**config.mk**
```make
export PLATFORM = sky130hd
export DESIGN_NAME = sdram_port_arbiter_flat
export DESIGN_NICKNAME = d
export VERILOG_FILES = /design/src/rtl/sdram_arb_pkg.sv /design/src/rtl/sdram_port_arbiter_if.sv /design/src/rtl/sdram_arb_pick.sv /design/src/rtl/sdram_port_arbiter.sv /design/src/flat_wrapper.sv
export SDC_FILE = /design/constraint.sdc
export NUM_CORES = 1
export LEC_CHECK = 0
export CAP_MARGIN = 40
export CORE_MARGIN = 1
export CORE_UTILIZATION = 38
export DETAILED_ROUTE_END_ITERATION = 12
export GPL_ROUTABILITY_DRIVEN = 0
export PLACE_DENSITY = 0.81
export SLEW_MARGIN = 0
export SYNTH_ARGS = -nofsm -noshare
export SYNTH_HDL_FRONTEND = slang
export SYNTH_HIERARCHICAL = 1
export SYNTH_SLANG_ARGS = --single-unit
export TNS_END_PERCENT = 1
```
**constraint.sdc**
```tcl
create_clock -name clk -period 2.6 [get_ports clk]
set_input_delay 0.78 -clock clk [delete_from_list [all_inputs] [get_ports clk]]
set_output_delay 0.78 -clock clk [all_outputs]
set_load 0.01 [all_outputs]
```
**src/rtl/sdram_arb_pkg.sv**
```systemverilog
// sdram_arb_pkg: types and constants shared by the SDRAM port arbiter files.
//   state_e  : arbiter FSM states (IDLE, ISSUE, ACK)
//   owner_t  : requester index, OWN_VGA / OWN_CPU / OWN_DMA
//   RUN_W    : width of the consecutive-VGA-grant run counter
package sdram_arb_pkg;

    typedef enum logic [1:0] {
        ST_IDLE  = 2'b00,
        ST_ISSUE = 2'b01,
        ST_ACK   = 2'b10
    } state_e;

    typedef logic [1:0] owner_t;

    localparam owner_t OWN_VGA = 2'd0;
    localparam owner_t OWN_CPU = 2'd1;
    localparam owner_t OWN_DMA = 2'd2;

    localparam int unsigned RUN_W = 4;

endpackage

```
**src/rtl/sdram_port_arbiter_if.sv**
```systemverilog
// sdram_port_arbiter_if: bundles the three requester ports, the pause
// controls, the shared read-data/busy outputs and the downstream memory port.
//   slave  : the arbiter's view (requests in, acks/mem_* out)
//   master : the environment's view (requesters plus memory controller)
interface sdram_port_arbiter_if #(
    parameter int unsigned addr_width = 24
);

    logic                  pausecpu;
    logic                  pausevga;

    logic                  vga_req;
    logic                  vga_wr;
    logic [addr_width-1:0] vga_addr;
    logic [15:0]           vga_wdata;
    logic [1:0]            vga_bytesel;
    logic                  vga_ack;

    logic                  cpu_req;
    logic                  cpu_wr;
    logic [addr_width-1:0] cpu_addr;
    logic [15:0]           cpu_wdata;
    logic [1:0]            cpu_bytesel;
    logic                  cpu_ack;

    logic                  dma_req;
    logic                  dma_wr;
    logic [addr_width-1:0] dma_addr;
    logic [15:0]           dma_wdata;
    logic [1:0]            dma_bytesel;
    logic                  dma_ack;

    logic [15:0]           rdata;
    logic                  busy;

    logic                  mem_req;
    logic                  mem_wr;
    logic [addr_width-1:0] mem_addr;
    logic [15:0]           mem_wdata;
    logic [1:0]            mem_bytesel;
    logic                  mem_ack;
    logic [15:0]           mem_rdata;

    modport slave (
        input  pausecpu, pausevga,
        input  vga_req, vga_wr, vga_addr, vga_wdata, vga_bytesel,
        input  cpu_req, cpu_wr, cpu_addr, cpu_wdata, cpu_bytesel,
        input  dma_req, dma_wr, dma_addr, dma_wdata, dma_bytesel,
        output vga_ack, cpu_ack, dma_ack,
        output rdata, busy,
        output mem_req, mem_wr, mem_addr, mem_wdata, mem_bytesel,
        input  mem_ack, mem_rdata
    );

    modport master (
        output pausecpu, pausevga,
        output vga_req, vga_wr, vga_addr, vga_wdata, vga_bytesel,
        output cpu_req, cpu_wr, cpu_addr, cpu_wdata, cpu_bytesel,
        output dma_req, dma_wr, dma_addr, dma_wdata, dma_bytesel,
        input  vga_ack, cpu_ack, dma_ack,
        input  rdata, busy,
        input  mem_req, mem_wr, mem_addr, mem_wdata, mem_bytesel,
        output mem_ack, mem_rdata
    );

endinterface

```
**src/rtl/sdram_arb_pick.sv**
```systemverilog
// sdram_arb_pick: combinational winner selection for the SDRAM arbiter.
//   vga/cpu/dma_req_i, pausevga_i, pausecpu_i : raw requests and pauses
//   run_cnt_i, rr_cpu_next_i                  : current run counter / RR pointer
//   grant_o, owner_o                          : an eligible winner exists, and who
//   run_cnt_o                                 : run counter value if this grant is taken
module sdram_arb_pick
    import sdram_arb_pkg::*;
#(
    parameter int unsigned vga_max_run = 4
) (
    input  logic             vga_req_i,
    input  logic             cpu_req_i,
    input  logic             dma_req_i,
    input  logic             pausevga_i,
    input  logic             pausecpu_i,
    input  logic [RUN_W-1:0] run_cnt_i,
    input  logic             rr_cpu_next_i,
    output logic             grant_o,
    output owner_t           owner_o,
    output logic [RUN_W-1:0] run_cnt_o
);

    localparam logic [RUN_W-1:0] RUN_MAX = RUN_W'(vga_max_run);

    logic vga_el;
    logic cpu_el;
    logic dma_el;
    logic other_el;
    logic run_full;

    always_comb begin
        vga_el    = vga_req_i & ~pausevga_i;
        cpu_el    = cpu_req_i & ~pausecpu_i;
        dma_el    = dma_req_i;
        other_el  = cpu_el | dma_el;
        run_full  = (run_cnt_i >= RUN_MAX);

        grant_o   = vga_el | other_el;
        owner_o   = OWN_VGA;
        run_cnt_o = run_cnt_i;

        if (vga_el && !(run_full && other_el)) begin
            owner_o = OWN_VGA;
            // Only VGA grants that make CPU/DMA wait count toward the run;
            // run_full cannot be set here while CPU/DMA is eligible, so the
            // increment never exceeds RUN_MAX.
            run_cnt_o = other_el ? (run_cnt_i + 1'b1) : '0;
        end else if (other_el) begin
            run_cnt_o = '0;
            owner_o   = (cpu_el && (!dma_el || rr_cpu_next_i)) ? OWN_CPU : OWN_DMA;
        end
    end

endmodule

```
**src/rtl/sdram_port_arbiter.sv**
```systemverilog
// sdram_port_arbiter: three-port (VGA/CPU/DMA) arbiter in front of a single
// SDRAM controller port.
//   clk      : system clock, rising edge
//   reset_in : asynchronous active-low reset
//   bus      : requester ports, pauses, rdata/busy and downstream mem_* port
// A granted request is registered onto mem_* (ISSUE) and held until mem_ack,
// then the owner gets a one-cycle ack (ACK) before returning to IDLE.
module sdram_port_arbiter
    import sdram_arb_pkg::*;
#(
    parameter int unsigned addr_width  = 24,
    parameter int unsigned vga_max_run = 4
) (
    input  logic                 clk,
    input  logic                 reset_in,
    sdram_port_arbiter_if.slave  bus
);

    state_e                state_q, state_d;
    owner_t                owner_q, owner_d;
    logic                  mem_req_q, mem_req_d;
    logic                  mem_wr_q, mem_wr_d;
    logic [addr_width-1:0] mem_addr_q, mem_addr_d;
    logic [15:0]           mem_wdata_q, mem_wdata_d;
    logic [1:0]            mem_bytesel_q, mem_bytesel_d;
    logic [15:0]           rdata_q, rdata_d;
    logic [RUN_W-1:0]      run_q, run_d;
    logic                  rr_cpu_next_q, rr_cpu_next_d;

    logic                  pick_grant;
    owner_t                pick_owner;
    logic [RUN_W-1:0]      pick_run;

    logic                  sel_wr;
    logic [addr_width-1:0] sel_addr;
    logic [15:0]           sel_wdata;
    logic [1:0]            sel_bytesel;

    sdram_arb_pick #(
        .vga_max_run (vga_max_run)
    ) u_pick (
        .vga_req_i     (bus.vga_req),
        .cpu_req_i     (bus.cpu_req),
        .dma_req_i     (bus.dma_req),
        .pausevga_i    (bus.pausevga),
        .pausecpu_i    (bus.pausecpu),
        .run_cnt_i     (run_q),
        .rr_cpu_next_i (rr_cpu_next_q),
        .grant_o       (pick_grant),
        .owner_o       (pick_owner),
        .run_cnt_o     (pick_run)
    );

    always_comb begin
        sel_wr      = bus.vga_wr;
        sel_addr    = bus.vga_addr;
        sel_wdata   = bus.vga_wdata;
        sel_bytesel = bus.vga_bytesel;
        case (pick_owner)
            OWN_CPU: begin
                sel_wr      = bus.cpu_wr;
                sel_addr    = bus.cpu_addr;
                sel_wdata   = bus.cpu_wdata;
                sel_bytesel = bus.cpu_bytesel;
            end
            OWN_DMA: begin
                sel_wr      = bus.dma_wr;
                sel_addr    = bus.dma_addr;
                sel_wdata   = bus.dma_wdata;
                sel_bytesel = bus.dma_bytesel;
            end
            default: ;
        endcase
    end

    always_comb begin
        state_d       = state_q;
        owner_d       = owner_q;
        mem_req_d     = mem_req_q;
        mem_wr_d      = mem_wr_q;
        mem_addr_d    = mem_addr_q;
        mem_wdata_d   = mem_wdata_q;
        mem_bytesel_d = mem_bytesel_q;
        rdata_d       = rdata_q;
        run_d         = run_q;
        rr_cpu_next_d = rr_cpu_next_q;

        case (state_q)
            ST_IDLE: begin
                if (pick_grant) begin
                    state_d       = ST_ISSUE;
                    owner_d       = pick_owner;
                    mem_req_d     = 1'b1;
                    mem_wr_d      = sel_wr;
                    mem_addr_d    = sel_addr;
                    mem_wdata_d   = sel_wdata;
                    mem_bytesel_d = sel_bytesel;
                    run_d         = pick_run;
                    if (pick_owner == OWN_CPU) begin
                        rr_cpu_next_d = 1'b0;
                    end else if (pick_owner == OWN_DMA) begin
                        rr_cpu_next_d = 1'b1;
                    end
                end
            end
            ST_ISSUE: begin
                if (bus.mem_ack) begin
                    state_d   = ST_ACK;
                    mem_req_d = 1'b0;
                    if (!mem_wr_q) begin
                        rdata_d = bus.mem_rdata;
                    end
                end
            end
            ST_ACK: begin
                state_d = ST_IDLE;
            end
            default: begin
                state_d   = ST_IDLE;
                mem_req_d = 1'b0;
            end
        endcase
    end

    always_ff @(posedge clk or negedge reset_in) begin
        if (!reset_in) begin
            state_q       <= ST_IDLE;
            owner_q       <= OWN_VGA;
            mem_req_q     <= 1'b0;
            mem_wr_q      <= 1'b0;
            mem_addr_q    <= '0;
            mem_wdata_q   <= '0;
            mem_bytesel_q <= '0;
            rdata_q       <= '0;
            run_q         <= '0;
            rr_cpu_next_q <= 1'b1;
        end else begin
            state_q       <= state_d;
            owner_q       <= owner_d;
            mem_req_q     <= mem_req_d;
            mem_wr_q      <= mem_wr_d;
            mem_addr_q    <= mem_addr_d;
            mem_wdata_q   <= mem_wdata_d;
            mem_bytesel_q <= mem_bytesel_d;
            rdata_q       <= rdata_d;
            run_q         <= run_d;
            rr_cpu_next_q <= rr_cpu_next_d;
        end
    end

    // Acks decode straight from state so reset clears them immediately.
    assign bus.vga_ack     = (state_q == ST_ACK) && (owner_q == OWN_VGA);
    assign bus.cpu_ack     = (state_q == ST_ACK) && (owner_q == OWN_CPU);
    assign bus.dma_ack     = (state_q == ST_ACK) && (owner_q == OWN_DMA);
    assign bus.busy        = (state_q != ST_IDLE);
    assign bus.rdata       = rdata_q;
    assign bus.mem_req     = mem_req_q;
    assign bus.mem_wr      = mem_wr_q;
    assign bus.mem_addr    = mem_addr_q;
    assign bus.mem_wdata   = mem_wdata_q;
    assign bus.mem_bytesel = mem_bytesel_q;

endmodule

```
**src/flat_wrapper.sv**
```systemverilog
// flat-port wrapper written by rule: the top's interface ports become plain ports
module sdram_port_arbiter_flat import sdram_arb_pkg::*;
#(
    parameter int unsigned addr_width  = 24,
    parameter int unsigned vga_max_run = 4
)
  (clk, reset_in, bus_pausecpu, bus_pausevga, bus_vga_req, bus_vga_wr, bus_vga_addr, bus_vga_wdata, bus_vga_bytesel, bus_cpu_req, bus_cpu_wr, bus_cpu_addr, bus_cpu_wdata, bus_cpu_bytesel, bus_dma_req, bus_dma_wr, bus_dma_addr, bus_dma_wdata, bus_dma_bytesel, bus_vga_ack, bus_cpu_ack, bus_dma_ack, bus_rdata, bus_busy, bus_mem_req, bus_mem_wr, bus_mem_addr, bus_mem_wdata, bus_mem_bytesel, bus_mem_ack, bus_mem_rdata);
  sdram_port_arbiter_if #(.addr_width(addr_width)) bus_i ();
  input  logic clk;
  input  logic reset_in;
  input wire logic [$bits(bus_i.pausecpu)-1:0] bus_pausecpu;
  input wire logic [$bits(bus_i.pausevga)-1:0] bus_pausevga;
  input wire logic [$bits(bus_i.vga_req)-1:0] bus_vga_req;
  input wire logic [$bits(bus_i.vga_wr)-1:0] bus_vga_wr;
  input wire logic [$bits(bus_i.vga_addr)-1:0] bus_vga_addr;
  input wire logic [$bits(bus_i.vga_wdata)-1:0] bus_vga_wdata;
  input wire logic [$bits(bus_i.vga_bytesel)-1:0] bus_vga_bytesel;
  input wire logic [$bits(bus_i.cpu_req)-1:0] bus_cpu_req;
  input wire logic [$bits(bus_i.cpu_wr)-1:0] bus_cpu_wr;
  input wire logic [$bits(bus_i.cpu_addr)-1:0] bus_cpu_addr;
  input wire logic [$bits(bus_i.cpu_wdata)-1:0] bus_cpu_wdata;
  input wire logic [$bits(bus_i.cpu_bytesel)-1:0] bus_cpu_bytesel;
  input wire logic [$bits(bus_i.dma_req)-1:0] bus_dma_req;
  input wire logic [$bits(bus_i.dma_wr)-1:0] bus_dma_wr;
  input wire logic [$bits(bus_i.dma_addr)-1:0] bus_dma_addr;
  input wire logic [$bits(bus_i.dma_wdata)-1:0] bus_dma_wdata;
  input wire logic [$bits(bus_i.dma_bytesel)-1:0] bus_dma_bytesel;
  output wire logic [$bits(bus_i.vga_ack)-1:0] bus_vga_ack;
  output wire logic [$bits(bus_i.cpu_ack)-1:0] bus_cpu_ack;
  output wire logic [$bits(bus_i.dma_ack)-1:0] bus_dma_ack;
  output wire logic [$bits(bus_i.rdata)-1:0] bus_rdata;
  output wire logic [$bits(bus_i.busy)-1:0] bus_busy;
  output wire logic [$bits(bus_i.mem_req)-1:0] bus_mem_req;
  output wire logic [$bits(bus_i.mem_wr)-1:0] bus_mem_wr;
  output wire logic [$bits(bus_i.mem_addr)-1:0] bus_mem_addr;
  output wire logic [$bits(bus_i.mem_wdata)-1:0] bus_mem_wdata;
  output wire logic [$bits(bus_i.mem_bytesel)-1:0] bus_mem_bytesel;
  input wire logic [$bits(bus_i.mem_ack)-1:0] bus_mem_ack;
  input wire logic [$bits(bus_i.mem_rdata)-1:0] bus_mem_rdata;
  assign bus_i.pausecpu = bus_pausecpu;
  assign bus_i.pausevga = bus_pausevga;
  assign bus_i.vga_req = bus_vga_req;
  assign bus_i.vga_wr = bus_vga_wr;
  assign bus_i.vga_addr = bus_vga_addr;
  assign bus_i.vga_wdata = bus_vga_wdata;
  assign bus_i.vga_bytesel = bus_vga_bytesel;
  assign bus_i.cpu_req = bus_cpu_req;
  assign bus_i.cpu_wr = bus_cpu_wr;
  assign bus_i.cpu_addr = bus_cpu_addr;
  assign bus_i.cpu_wdata = bus_cpu_wdata;
  assign bus_i.cpu_bytesel = bus_cpu_bytesel;
  assign bus_i.dma_req = bus_dma_req;
  assign bus_i.dma_wr = bus_dma_wr;
  assign bus_i.dma_addr = bus_dma_addr;
  assign bus_i.dma_wdata = bus_dma_wdata;
  assign bus_i.dma_bytesel = bus_dma_bytesel;
  assign bus_vga_ack = bus_i.vga_ack;
  assign bus_cpu_ack = bus_i.cpu_ack;
  assign bus_dma_ack = bus_i.dma_ack;
  assign bus_rdata = bus_i.rdata;
  assign bus_busy = bus_i.busy;
  assign bus_mem_req = bus_i.mem_req;
  assign bus_mem_wr = bus_i.mem_wr;
  assign bus_mem_addr = bus_i.mem_addr;
  assign bus_mem_wdata = bus_i.mem_wdata;
  assign bus_mem_bytesel = bus_i.mem_bytesel;
  assign bus_i.mem_ack = bus_mem_ack;
  assign bus_i.mem_rdata = bus_mem_rdata;
  sdram_port_arbiter #(.addr_width(addr_width), .vga_max_run(vga_max_run)) u_core (.clk(clk), .reset_in(reset_in), .bus(bus_i));
endmodule
```
==> flow_summary.json <==
{
  "synth_area_mm2": 0.00363,
  "status": "complete, no violations",
  "detail_route.vias_per_cell": 5.38,
  "drcViolationCount": 0,
  "hold_violations": 0,
  "setup_viol": 0,
  "cap_violations": 0,
  "die_x_um": 99.7,
  "maxSlewHeadroom_pct": 54.6,
  "diodes": 0,
  "timing.critical_path.from_type": "primary input",
  "drv_slew": 0,
  "via_count": 3705,
  "cp_max_fo": 11,
  "fin_cells": 689,
  "hold_class": "primary input to asynchronous set/reset pin",
  "regArea_mm2": 0.00173,
  "start_util_pct": 39.2,
  "cts_num_sinks": 69,
  "tritoncts": "yes",
  "setup_ws_ns": 0.0522,
  "synth-compound-area-share_pct": 21.5,
  "clk_latency_ns": 0.36,
  "post_drt_wl_per_cell_um": 18.7,
  "cts_buffers": 9,
  "ant_nets": 0,
  "critPathCaptureType": "flop",
  "period_needed_ns": 2.55,
  "dp_hpwl_um": 8390,
  "clockBufferDepth": 2,
  "place_ws_ns": -0.459,
  "synthCells": 334,
  "synth-xor-area-share_pct": 0,
  "synth_mux_area_share_pct": 6.94,
  "synth-adder-area-share_pct": 1.04,
  "drive_gt1_share_pct": 18.8,
  "initialDrtViolationCount": 190,
  "synth_top_family_by_area": "compound AO/OA/AOI/OAI gates",
  "synth_top_area_share_pct": 46.9,
  "finalCritPeriodShare_pct": 98.0,
  "clock_skew_ns": 0.0170,
  "seq_area_frac_synth_pct": 47.7,
  "grt_antenna_before_repair": 0,
  "portBuffers": 216,
  "grt.overflow.total": 0,
  "yosys_warnings": 6,
  "setup.worst_path.class": "primary input to flop",
  "place_area_mm2": 0.00596,
  "core_area_mm2": 0.00924,
  "first_pass_iters": 4,
  "die_h_um": 99.7,
  "syn_nets": 490,
  "synth_simple_gate_area_share_pct": 15.9,
  "peakVddDrop_mv": 0.375,
  "nFillCells": 631,
  "grt_pass1_vias": 3585,
  "rows": 35,
  "area_growth_pct": 81.5,
  "worst_slew_pin_slew_ns": 0.680,
  "synth-seq-cells": 69,
  "dp_cells": 662,
  "powerDensity_mw_per_mm2": 882,
  "synthTopCellsByArea": "dfrtp_1, a221oi_1, o31ai_1, nor2b_1, mux2_2",
  "synth_largest_area_cell": "dfrtp_1",
  "htree_levels": 3,
  "p_leak_nw": 2.72,
  "stdcell_area_mm2": 0.00658,
  "grt_usage_pct": 23.2,
  "synth.distinct_cells": 34,
  "wl_um": 12900,
  "worst_ep_required_time_ns": 2.83,
  "grt_pass1_wl_um": 17900,
  "die-area_mm2": 0.00994,
  "num_io_pins": 217,
  "cts_hold_buf": 0,
  "path_clk_slew_ns": 0.08,
  "fmax_ghz": 0.392,
  "avgSynthCellArea_um2": 10.9,
  "cts_root_buf": "clkbuf_8",
  "nNetsFinal": 711,
  "multiInputGateArea_mm2": 0.00184,
  "grt_max_degree": 47,
  "arrival_ns": 2.78
}
==> layer usage <==
layer | vias to the layer above | GRT usage [%] | wire (um)
met4 | 0 | 9.05 | 344
met3 | 28 | 6.39 | 925
met5 | - | 0 | 0
met2 | 194 | 40.4 | 6620
li1 | 1696 | - | -
met1 | 1787 | 26.9 | 4980
==> sequential cells by signal, summed over array words and instances (netlist names) <==
name / cells
u_core/bus.mem_addr: 24
u_core/bus.mem_wr: 1
u_core/bus.mem_wdata: 16
u_core/rr_cpu_next_q: 1
u_core/bus.rdata: 16
u_core/owner_q: 2
u_core/bus.mem_req: 1
u_core/bus.mem_bytesel: 2
u_core/state_q: 2
u_core/run_q: 4
==> cell type report <==
cell class	instances	area share, %
Timing Repair Buffer	243	39.6
Clock buffer	9	1.88
Inverter	5	0.285
Tap cell	129	2.45
Clock inverter	7	1.46
Multi-Input combinational cell	227	28.0
Sequential cell	69	26.3
==> cells in the final DEF (no fill, tap or decap), drive strengths merged, types with 2 or more instances in the layout <==
cell type and count:
dlymetal6s2s 3, inv 7, nand2 47, bufinv 2, mux2 21, clkbuf 14, ha 3, clkinv 3
nor2b 44, dfrtp 68, buf 23, a221oi 43, nor2 3, clkdlybuf4s50 212, o31ai 44, o21ai 4
nor4bb 2, nand2b 2, and3 2
==> cells in the mapped netlist, drive strengths merged <==
library cell and n:
dfrtp 68, nand2 47, nor2b 44, o31ai 44
a221oi 43, clkbuf 21, mux2 21, buf 12
inv 5, o21ai 4, ha 3, nor2 3
and3 2, nand2b 2, nor4bb 2, a22o 1
a2bb2oi 1, a32o 1, and2 1, dfstp 1
nor3 1, nor3b 1, nor4b 1, o21ba 1
o22ai 1, or2 1, or3b 1, or4b 1
==> report_power, final <==
group | internal [mW] | switching (mW) | total (mW)
clock | 0.545 | 0.445 | 0.991
sequential | 1.57 | 0.313 | 1.89
combinational | 1.71 | 1.21 | 2.93
total | 3.83 | 1.97 | 5.80
==> through the flow <==
step                power [mW]  util [%]   TNS, ns  hold WS [ns]
floorplan                 3.12         -    -0.967         0.475
global placement          4.46      64.5    -17.37         0.459
detailed placement        4.57      64.5    -18.80         0.467
CTS                       5.60      67.6     -1.03         0.463
global route              6.14      71.2  -0.00241         0.487
finish                    5.80      71.2         0         0.455
==> worst max-delay path, cell delays in order <==
cell	delay, ns
clkdlybuf4s50_1	0.45
nor2b_2	0.27
nand2_1	0.10
and3_4	0.20
ha_4	0.25
buf_6	0.14
buf_6	0.15
nor2b_1	0.15
o31ai_1	0.29
==> final timing paths <==
kind	startpoint	endpoint	slack, ns	depth (start not counted)
max	bus_cpu_req	u_core/bus.mem_bytesel[0]$_DFFE_PN0P_	0.05	9
min	reset_in	u_core/bus.mem_wdata[0]$_DFFE_PN0P_	0.45	1
min reg2reg	u_core/bus.mem_addr[4]$_DFFE_PN0P_	u_core/bus.mem_addr[4]$_DFFE_PN0P_	0.48	2
max reg2reg	u_core/run_q[3]$_DFFE_PN0P_	u_core/bus.mem_bytesel[0]$_DFFE_PN0P_	0.31	8
min in group clk	u_core/bus.mem_addr[4]$_DFFE_PN0P_	u_core/bus.mem_addr[4]$_DFFE_PN0P_	0.48	2
max in group asynchronous	reset_in	u_core/bus.mem_wdata[7]$_DFFE_PN0P_	1.39	2
==> cell families (layout without fill, tap and decap cells) <==
| kind of cell | Yosys count | after routing |
|---|---|---|
| DFF | 69 | 69 |
| muxes | 21 | 21 |
| and+or+nand+nor | 107 | 107 |
| AOI/OAI and AO/OA | 96 | 96 |
| buffers and inverters | 38 | 264 |
| adders and majority gates | 3 | 3 |
==> what timing repair did <==
item | CTS | global route
setup buffers | 0 | 3
gates resized for setup | 10 | 28
pin swaps | 0 | 7
setup endpoints to repair | 42 | 47
gates cloned | 0 | 8
(Power assumes the default switching activity.)
